===== config.mk =====
export PLATFORM = sky130hd
export DESIGN_NAME = mult_div_unit
export DESIGN_NICKNAME = d
export VERILOG_FILES = /design/src/rtl/mult_div_unit.sv
export SDC_FILE = /design/constraint.sdc
export NUM_CORES = 1
export LEC_CHECK = 0
export CELL_PAD_IN_SITES_DETAIL_PLACEMENT = 1
export CELL_PAD_IN_SITES_GLOBAL_PLACEMENT = 1
export CORE_MARGIN = 2
export CORE_UTILIZATION = 39
export CTS_BUF_LIST = sky130_fd_sc_hd__clkbuf_16
export CTS_CLUSTER_SIZE = 8
export DETAILED_ROUTE_END_ITERATION = 6
export PLACE_DENSITY = 0.84
export SLEW_MARGIN = 20
export SYNTH_ARGS = -nofsm -noshare
export SYNTH_HDL_FRONTEND = slang
export SYNTH_SLANG_ARGS = --single-unit

===== constraint.sdc =====
create_clock -name clk -period 3.6 [get_ports clk]
set_input_delay 1.08 -clock clk [delete_from_list [all_inputs] [get_ports clk]]
set_output_delay 1.08 -clock clk [all_outputs]
set_load 0.01 [all_outputs]

===== src/rtl/mult_div_unit.sv =====
// Iterative 32-bit multiply/divide unit owning the HI/LO registers.
// MULT/MULTU use radix-2 shift-add, DIV/DIVU use restoring division; both take
// 32 step cycles plus one sign-fix cycle, so hi/lo update 33 cycles after start.
// Handshake: start is accepted on a rising edge only while busy=0; done pulses
// for exactly one cycle once hi/lo hold the new result, and div_zero is only
// meaningful while done=1.
module mult_div_unit #(
  parameter int WIDTH = 32,
  parameter int CNT_W = 6
) (
  input  logic             clk,
  input  logic             rst_n,
  input  logic             start,
  input  logic [1:0]       op,
  input  logic [WIDTH-1:0] a,
  input  logic [WIDTH-1:0] b,
  input  logic             hi_we,
  input  logic             lo_we,
  input  logic [WIDTH-1:0] wdata,
  output logic             busy,
  output logic             done,
  output logic             div_zero,
  output logic [WIDTH-1:0] hi,
  output logic [WIDTH-1:0] lo
);

  typedef enum logic [1:0] {IDLE, MUL, DIV, FIX} state_t;

  // state is left as a named internal signal so checkers can bind to it
  state_t             state;
  logic [CNT_W-1:0]   cnt;
  // acc holds {partial product} during MUL and {remainder, quotient} during DIV
  logic [2*WIDTH-1:0] acc;
  logic [WIDTH-1:0]   opb;      // multiplicand or divisor magnitude
  logic [WIDTH-1:0]   a_orig;   // raw dividend, returned in HI on divide-by-zero
  logic               neg_res;  // operand signs differ
  logic               neg_rem;  // dividend was negative
  logic               is_div;

  logic               a_sgn, b_sgn;
  logic [WIDTH-1:0]   a_mag, b_mag;
  logic [WIDTH:0]     mul_sum;
  logic [WIDTH:0]     div_try;
  logic [2*WIDTH-1:0] prod_fix;
  logic [WIDTH-1:0]   quo_fix, rem_fix;
  logic               last_step;

  // operand magnitudes, single step datapaths and final sign correction
  always_comb begin
    a_sgn     = ~op[0] & a[WIDTH-1];
    b_sgn     = ~op[0] & b[WIDTH-1];
    a_mag     = a_sgn ? -a : a;
    b_mag     = b_sgn ? -b : b;
    mul_sum   = {1'b0, acc[2*WIDTH-1:WIDTH]} + (acc[0] ? {1'b0, opb} : '0);
    div_try   = acc[2*WIDTH-1:WIDTH-1] - {1'b0, opb};
    prod_fix  = neg_res ? -acc : acc;
    quo_fix   = neg_res ? -acc[WIDTH-1:0] : acc[WIDTH-1:0];
    rem_fix   = neg_rem ? -acc[2*WIDTH-1:WIDTH] : acc[2*WIDTH-1:WIDTH];
    last_step = (cnt == CNT_W'(WIDTH - 1));
  end

  // control FSM, iteration datapath and HI/LO registers
  always_ff @(posedge clk or negedge rst_n) begin
    if (!rst_n) begin
      state    <= IDLE;
      cnt      <= '0;
      acc      <= '0;
      opb      <= '0;
      a_orig   <= '0;
      neg_res  <= 1'b0;
      neg_rem  <= 1'b0;
      is_div   <= 1'b0;
      busy     <= 1'b0;
      done     <= 1'b0;
      div_zero <= 1'b0;
      hi       <= '0;
      lo       <= '0;
    end else begin
      done     <= 1'b0;
      div_zero <= 1'b0;
      case (state)
        IDLE: begin
          if (start) begin
            // start wins over a same-edge MTHI/MTLO write
            opb     <= b_mag;
            a_orig  <= a;
            neg_res <= a_sgn ^ b_sgn;
            neg_rem <= a_sgn;
            is_div  <= op[1];
            acc     <= {{WIDTH{1'b0}}, a_mag};
            cnt     <= '0;
            busy    <= 1'b1;
            state   <= op[1] ? DIV : MUL;
          end else begin
            if (hi_we) hi <= wdata;
            if (lo_we) lo <= wdata;
          end
        end
        MUL: begin
          acc <= {mul_sum, acc[WIDTH-1:1]};
          cnt <= cnt + 1'b1;
          if (last_step) state <= FIX;
        end
        DIV: begin
          // keep the shifted remainder when the trial subtraction goes negative
          acc <= div_try[WIDTH] ? {acc[2*WIDTH-2:0], 1'b0}
                                : {div_try[WIDTH-1:0], acc[WIDTH-2:0], 1'b1};
          cnt <= cnt + 1'b1;
          if (last_step) state <= FIX;
        end
        FIX: begin
          busy  <= 1'b0;
          done  <= 1'b1;
          state <= IDLE;
          if (is_div && (opb == '0)) begin
            hi       <= a_orig;
            lo       <= '1;
            div_zero <= 1'b1;
          end else if (is_div) begin
            hi <= rem_fix;
            lo <= quo_fix;
          end else begin
            hi <= prod_fix[2*WIDTH-1:WIDTH];
            lo <= prod_fix[WIDTH-1:0];
          end
        end
        default: state <= IDLE;
      endcase
    end
  end

endmodule


Word-level counts from Yosys, hierarchy flattened --
Index checks and enable logic that the tools add are counted.
Word-level totals: ROM bits 0, bits in writable memories 0, memories 0, bits in latches 0, register bits 206
Operators by class: eq/ne operators 9, multiply operators 0, order comparisons 0, shift-type cells 0, multiplexer cells 30, divide/modulo/power cells 0, reduce and logical (&&, ||, !) cells 14, add/sub/neg operators 8, bitwise logic cells 4
Operators by type and width (number):
- 32-bit 2-to-1 mux | 13
- 64-bit 2-to-1 mux | 3
- 64-bit one-hot mux with 3 select lines | 1
- 32-bit negation | 4
- 32-bit one-hot mux with 2 select lines | 2
- 64-bit negation | 1
- 32-bit by 32-bit adder with 33-bit output | 1
- 33-bit by 32-bit subtractor with 33-bit output | 1
- 32-bit logical NOT | 1
- 6-bit one-hot mux with 2 select lines | 1
- 2-bit AND reduction | 5
- 2-bit != test, second input constant | 4
- 6-bit by 1-bit adder with 6-bit output, second input constant | 1
- 6-bit by 5-bit == test with 1-bit output, second input constant | 1
- 2-bit 2-to-1 mux | 3
- 6-bit 2-to-1 mux | 1
- 2-bit one-hot mux with 3 select lines | 1
- 3-bit AND reduction | 2
- 2-bit == test, second input constant | 2
- 1-bit 2-to-1 mux | 4
- 2-bit nonzero test | 2
- 3-bit nonzero test | 1
- 1-bit AND | 2
- 2-bit by 1-bit == test with 1-bit output, second input constant | 1
- other kinds (7) | 7

Depth between registers and ports, before layout --
depth in word-level cells 5, gate-level depth with buffers 15, depth with buffers taken out 14

Least setup slack after synthesis --
OpenSTA, ideal clock, no wires.
path kind input-to-reg, from input a[8], to register acc[30], buffers on the path 0, arrival 3.391 ns, setup time 0.133 ns, required time 3.467 ns, stages on the path 10, slack 0.076 ns, cells stage by stage or4_1 or3_1 or3_1 nor4_2 nand2_1 nor3_1 a31oi_1 xnor2_1 o21ai_0 o21ai_0
On the way: longest elaborated chain between the ends 4
Ends and longest elaborated chain:
- start, declared | line 15 | input logic [WIDTH-1:0] a,
- 32-bit negation | line 52 | a_mag = a_sgn ? -a : a;
- 32-bit 2-to-1 mux | line 52
- 64-bit 2-to-1 mux | line 83 | if (start) begin
- 64-bit one-hot mux with 3 select lines | line 81 | case (state)
- end signal, assigned | line 90 | acc <= {{WIDTH{1'b0}}, a_mag};
- end signal, assigned | line 100 | acc <= {mul_sum, acc[WIDTH-1:1]};
- end signal, assigned | line 106 | acc <= div_try[WIDTH] ? {acc[2*WIDTH-2:0], 1'b0}
- end, declared | line 33 | logic [2*WIDTH-1:0] acc;
No other way between the ends. The select of a mux whose other input is x is not followed. A chain may end at the register's enable or synchronous reset.

Worst setup path in the final report --
from register opb[0], to register acc[63]
On the way: longest elaborated chain between the ends 3, elaborated cells on any way between the ends 5, those cells by class add/sub (2); mux (3)
Ends and longest elaborated chain:
- start, declared | line 34 | logic [WIDTH-1:0] opb;
- start signal, assigned | line 85 | opb <= b_mag;
- 33-bit by 32-bit subtractor with 33-bit output or 32-bit 2-to-1 mux (tied branches) | line 55, 54
- 64-bit 2-to-1 mux or 32-bit by 32-bit adder with 33-bit output (tied branches) | line 106, 54
- 64-bit one-hot mux with 3 select lines (*) | line 81
Mark *: on every way between the ends. The rest lies on a longest branch, timed or not.

==> implementation parameters <==
Parameter                              Value

Critical path
  Required @ worst endpoint    4010 ps
  R2R cell count    14
  Critical path peak fanout    5
  Kind of launch point of the worst setup path    register
  Arrival time reported for the critical path endpoint    slightly below 4000 ps
  Worst reg2reg path endpoint    acc[63]
  Reg2Reg Launch Point    opb[0]
  Kind of critical path    register to register
  Flop2flop setup slack    about 39 ps
  Crit. End Element    register

STA
  Minimum setup slack in the final design    approximately 39 ps
  Upper clock frequency limit    approximately 0.28 GHz
  Max Slew Vio Count    0
  Worst rel slew slack    roughly half
  Max Clock Skew    18.3 ps
  RSZ-0062 raised after global routing    true
  Crit share post-route    ~100%
  Hold WS    between 400 and 500 ps
  Post-layout minimum cycle time    3560 ps
  Hold violation total from the final report    0
  Endpoints failing setup    0
  Transition time at the pin with the least slew margin    ~770 ps

Cells and area
  Layout cell share with drive strength beyond 1    between 10% and 20%
  Area growth syn-to-layout    28.3%
  Post-layout nets    ~2.4k
  Layout Utilization    roughly 51%
  Area of the multi-input gates    10200 um^2
  Cell area after layout    20300 um^2
  Fill cell count    approximately 4.8k
  Sequential cell area    between 5000 and 6000 um^2

Die
  Core Rows    73
  Die X-Extent    205 um
  Die Y-Extent    between 200 and 250 um
  Area inside the core boundary    around 40000 um^2
  Starting utilization of the core area    between 30% and 40%
  Die outline area    between 40000 and 50000 um^2
  IO Pins    170

Min path
  Hold crit path type    register to register
  Hold path depth    2
  Worst hold start    lo[19]
  WHS Endpoint    lo[19]

Pwr
  Max rail drop VDD    0.568 mV
  Leakage component of the power    between 8 and 9 nW
  P per Cell Area    about 1100 nW/um^2
  Total Power    23.0 mW

Detailed routing
  Via count    approximately 17k
  DRC    0
  Detailed-routing iteration count for the pre-antenna-repair pass    5
  Routed wire length per instance    24.1 um
  Number of nets still failing antenna checks after routing    0
  Starting DRT DRC Count    roughly 1.1k
  Total length of routed wires    around 66000 um
  Detail-routed via count per cell    between 6 and 7

Global routing
  Wire length of the first global-routing pass    between 100000 and 150000 um
  Vias in the first global route    around 17k
  Antenna violations before repair    0
  Leftover overflow at the end of global routing    0
  Pin count of the biggest net entering global routing    87
  GRT Overall Usage    between 30% and 40%

Logic synthesis
  Number of distinct library cell variants in the gate-level netlist after synthesis    between 70 and 80
  Post-Synthesis Net Count    approximately 2.1k
  Count of yosys warnings during synthesis    0
  Dominant combinational cell family by area after synthesis    compound AO/OA/AOI/OAI gates
  Combined area of all synthesized cells    around 16000 um^2
  Flops & latches, synth    206
  Adder-cell area share of the yosys netlist    under 10%
  EDFF count, synth    0
  Simple-gate portion of the synthesized area    approximately 17%
  Share of cell area taken by muxes after synthesis    between 4 and 5%
  Sequential area share after synthesis    32.6%
  Post-Synthesis Cells    1957
  Post-synthesis async set-or-reset flop share    100%
  Area fraction in compound gates after synthesis    around a quarter
  Synthesized-area fraction occupied by xor and xnor cells    between 9 and 10%
  Average cell area after synthesis    8.07 um^2
  Most used DFF post-synth    dfrtp_1

Place
  Pre-CTS setup slack    -604 ps
  Count of buffers from port buffering    around 170
  Gp weighted congestion    around 0.95
  Dpl hpwl    ~50000 um
  Dpl cell area    approximately 19000 um^2

Clock tree
  Number of sinks driven by the clock tree    206
  Clock root buffer    clkbuf_16
  Number of levels the H-tree was split into    1
  Number of buffers added to fix hold violations after cts    0
  Clock tree from TritonCTS    done
  Worst-path clk slew    roughly 50 ps
  Clock Latency Late Sink    570 ps
  Maximum buffer depth of the clock tree    3
  Number of buffers added by the clock tree synthesis step    30

Outcome
  Outcome    finished, final reports clean

Run
  Number of violations of the max-capacitance limit    0
-- repair_timing --
item                                    CTS  global route
gates cloned                              1             0
pin swaps                                 5            28
gates resized for setup                  21            57
buffers inserted                          4             4
endpoints found under the setup margin   34            37
-- layout by cell type (no fill, tap or decap), drive strengths merged, types with 22 or more instances in the layout --
cell type,synthesis,layout
a21o,26,26
mux2i,42,42
inv,72,73
o22ai,38,38
o211ai,22,22
nor4,26,26
nor2,127,127
clkbuf,101,31
dfrtp,206,206
clkdlybuf4s50,0,165
a21oi,109,109
xor2,54,54
mux2,30,30
a22oi,47,47
ha,73,73
o21ai,268,268
xnor2,120,120
buf,22,176
o31ai,27,27
nand2,286,286
nand3,23,23
-- flip-flops by register name, summed over array words and instances, names as in the netlist, 2 cells and up --
| name | flops |
|---|---|
| acc | 64 |
| a_orig | 32 |
| hi | 32 |
| lo | 32 |
| opb | 32 |
| cnt | 6 |
| state | 2 |
-- worst max path at each step --
stage               startpoint       to  slack [ps]  cells after the start
finish                  opb[0]  acc[63]          40                     14
global placement          a[8]  acc[30]        -490                     12
floorplan                 a[8]  acc[30]          80                     10
global route            opb[0]  acc[63]         -50                     14
CTS                     opb[0]  acc[57]           3                     18
detailed placement        a[9]  acc[30]        -600                     12
-- synth_stat cells, drive strengths merged (14+ instances only) --
master | count | area, um^2
nor4 | 26 | 169
o22ai | 38 | 238
xor2 | 54 | 473
or3 | 15 | 104
o41ai | 14 | 130
a22oi | 47 | 353
a21o | 26 | 195
ha | 73 | 913
inv | 72 | 270
buf | 22 | 113
a21oi | 109 | 549
dfrtp | 206 | 5150
nand3 | 23 | 115
clkbuf | 101 | 379
mux2 | 30 | 338
mux2i | 42 | 420
a31oi | 15 | 93.8
nand2 | 286 | 1070
nand2b | 14 | 87.6
o31ai | 27 | 203
o21a | 14 | 105
o21ai | 268 | 1340
o221ai | 14 | 123
nor2 | 127 | 479
o211ai | 22 | 165
xnor2 | 120 | 1050
or4 | 16 | 131
nor3 | 21 | 110
-- stage by stage --
stage | std cells | TNS [ps]
global placement | 2697 | -4330
CTS | 2738 | 0
detailed placement | 2697 | -10910
finish | 2741 | 0
floorplan | 1957 | 0
global route | 2740 | -305
-- per-layer routing --
layer | vias up | wire length, um | track usage [%]
met5 | - | 0 | 0
met4 | 0 | 4150 | 17.3
met3 | 203 | 4480 | 4.05
met2 | 711 | 31200 | 51.8
met1 | 8204 | 26200 | 38.2
li1 | 7521 | - | -
-- power by group --
| part | internal, mW | leakage, nW | switching, mW |
|---|---|---|---|
| clock network | 1.46 | 0.397 | 1.08 |
| logic | 6.39 | 5.93 | 9.25 |
| registers | 3.49 | 2.57 | 1.28 |
| total | 11.3 | 8.90 | 11.6 |
-- area by class of cell --
class                      count  share of cell area [%]
multi-input combinational   1554                    50.2
sequential                   206                    25.5
timing repair buffer         345                    15.8
clock buffer                  30                    3.71
tap                          525                    3.24
inverter                      74                    1.39
clock inverter                 6                   0.185
antenna                        1                  0.0124
-- critical path, stage by stage (launching register included) --
cell	delay [ps]
dfrtp_1	420
ha_4	190
fa_2	410
nor2b_4	160
o31ai_4	80
a211oi_2	290
o31a_1	220
o21ai_2	70
a2111o_1	480
a31oi_4	260
xnor2_4	180
buf_12	180
buf_8	110
mux2i_2	200
o221ai_1	150
-- cells by family (layout without fill, tap and decap cells) --
group                      Yosys count  count (layout)
muxes                               72              72
DFF                                206             206
xor gates and xnor gates           174             174
other                                0               1
adders and majority gates           75              75
and+or+nand+nor                    585             585
buffers and inverters              197             455
AOI/OAI and AO/OA                  648             648
(Power assumes the default switching activity.)
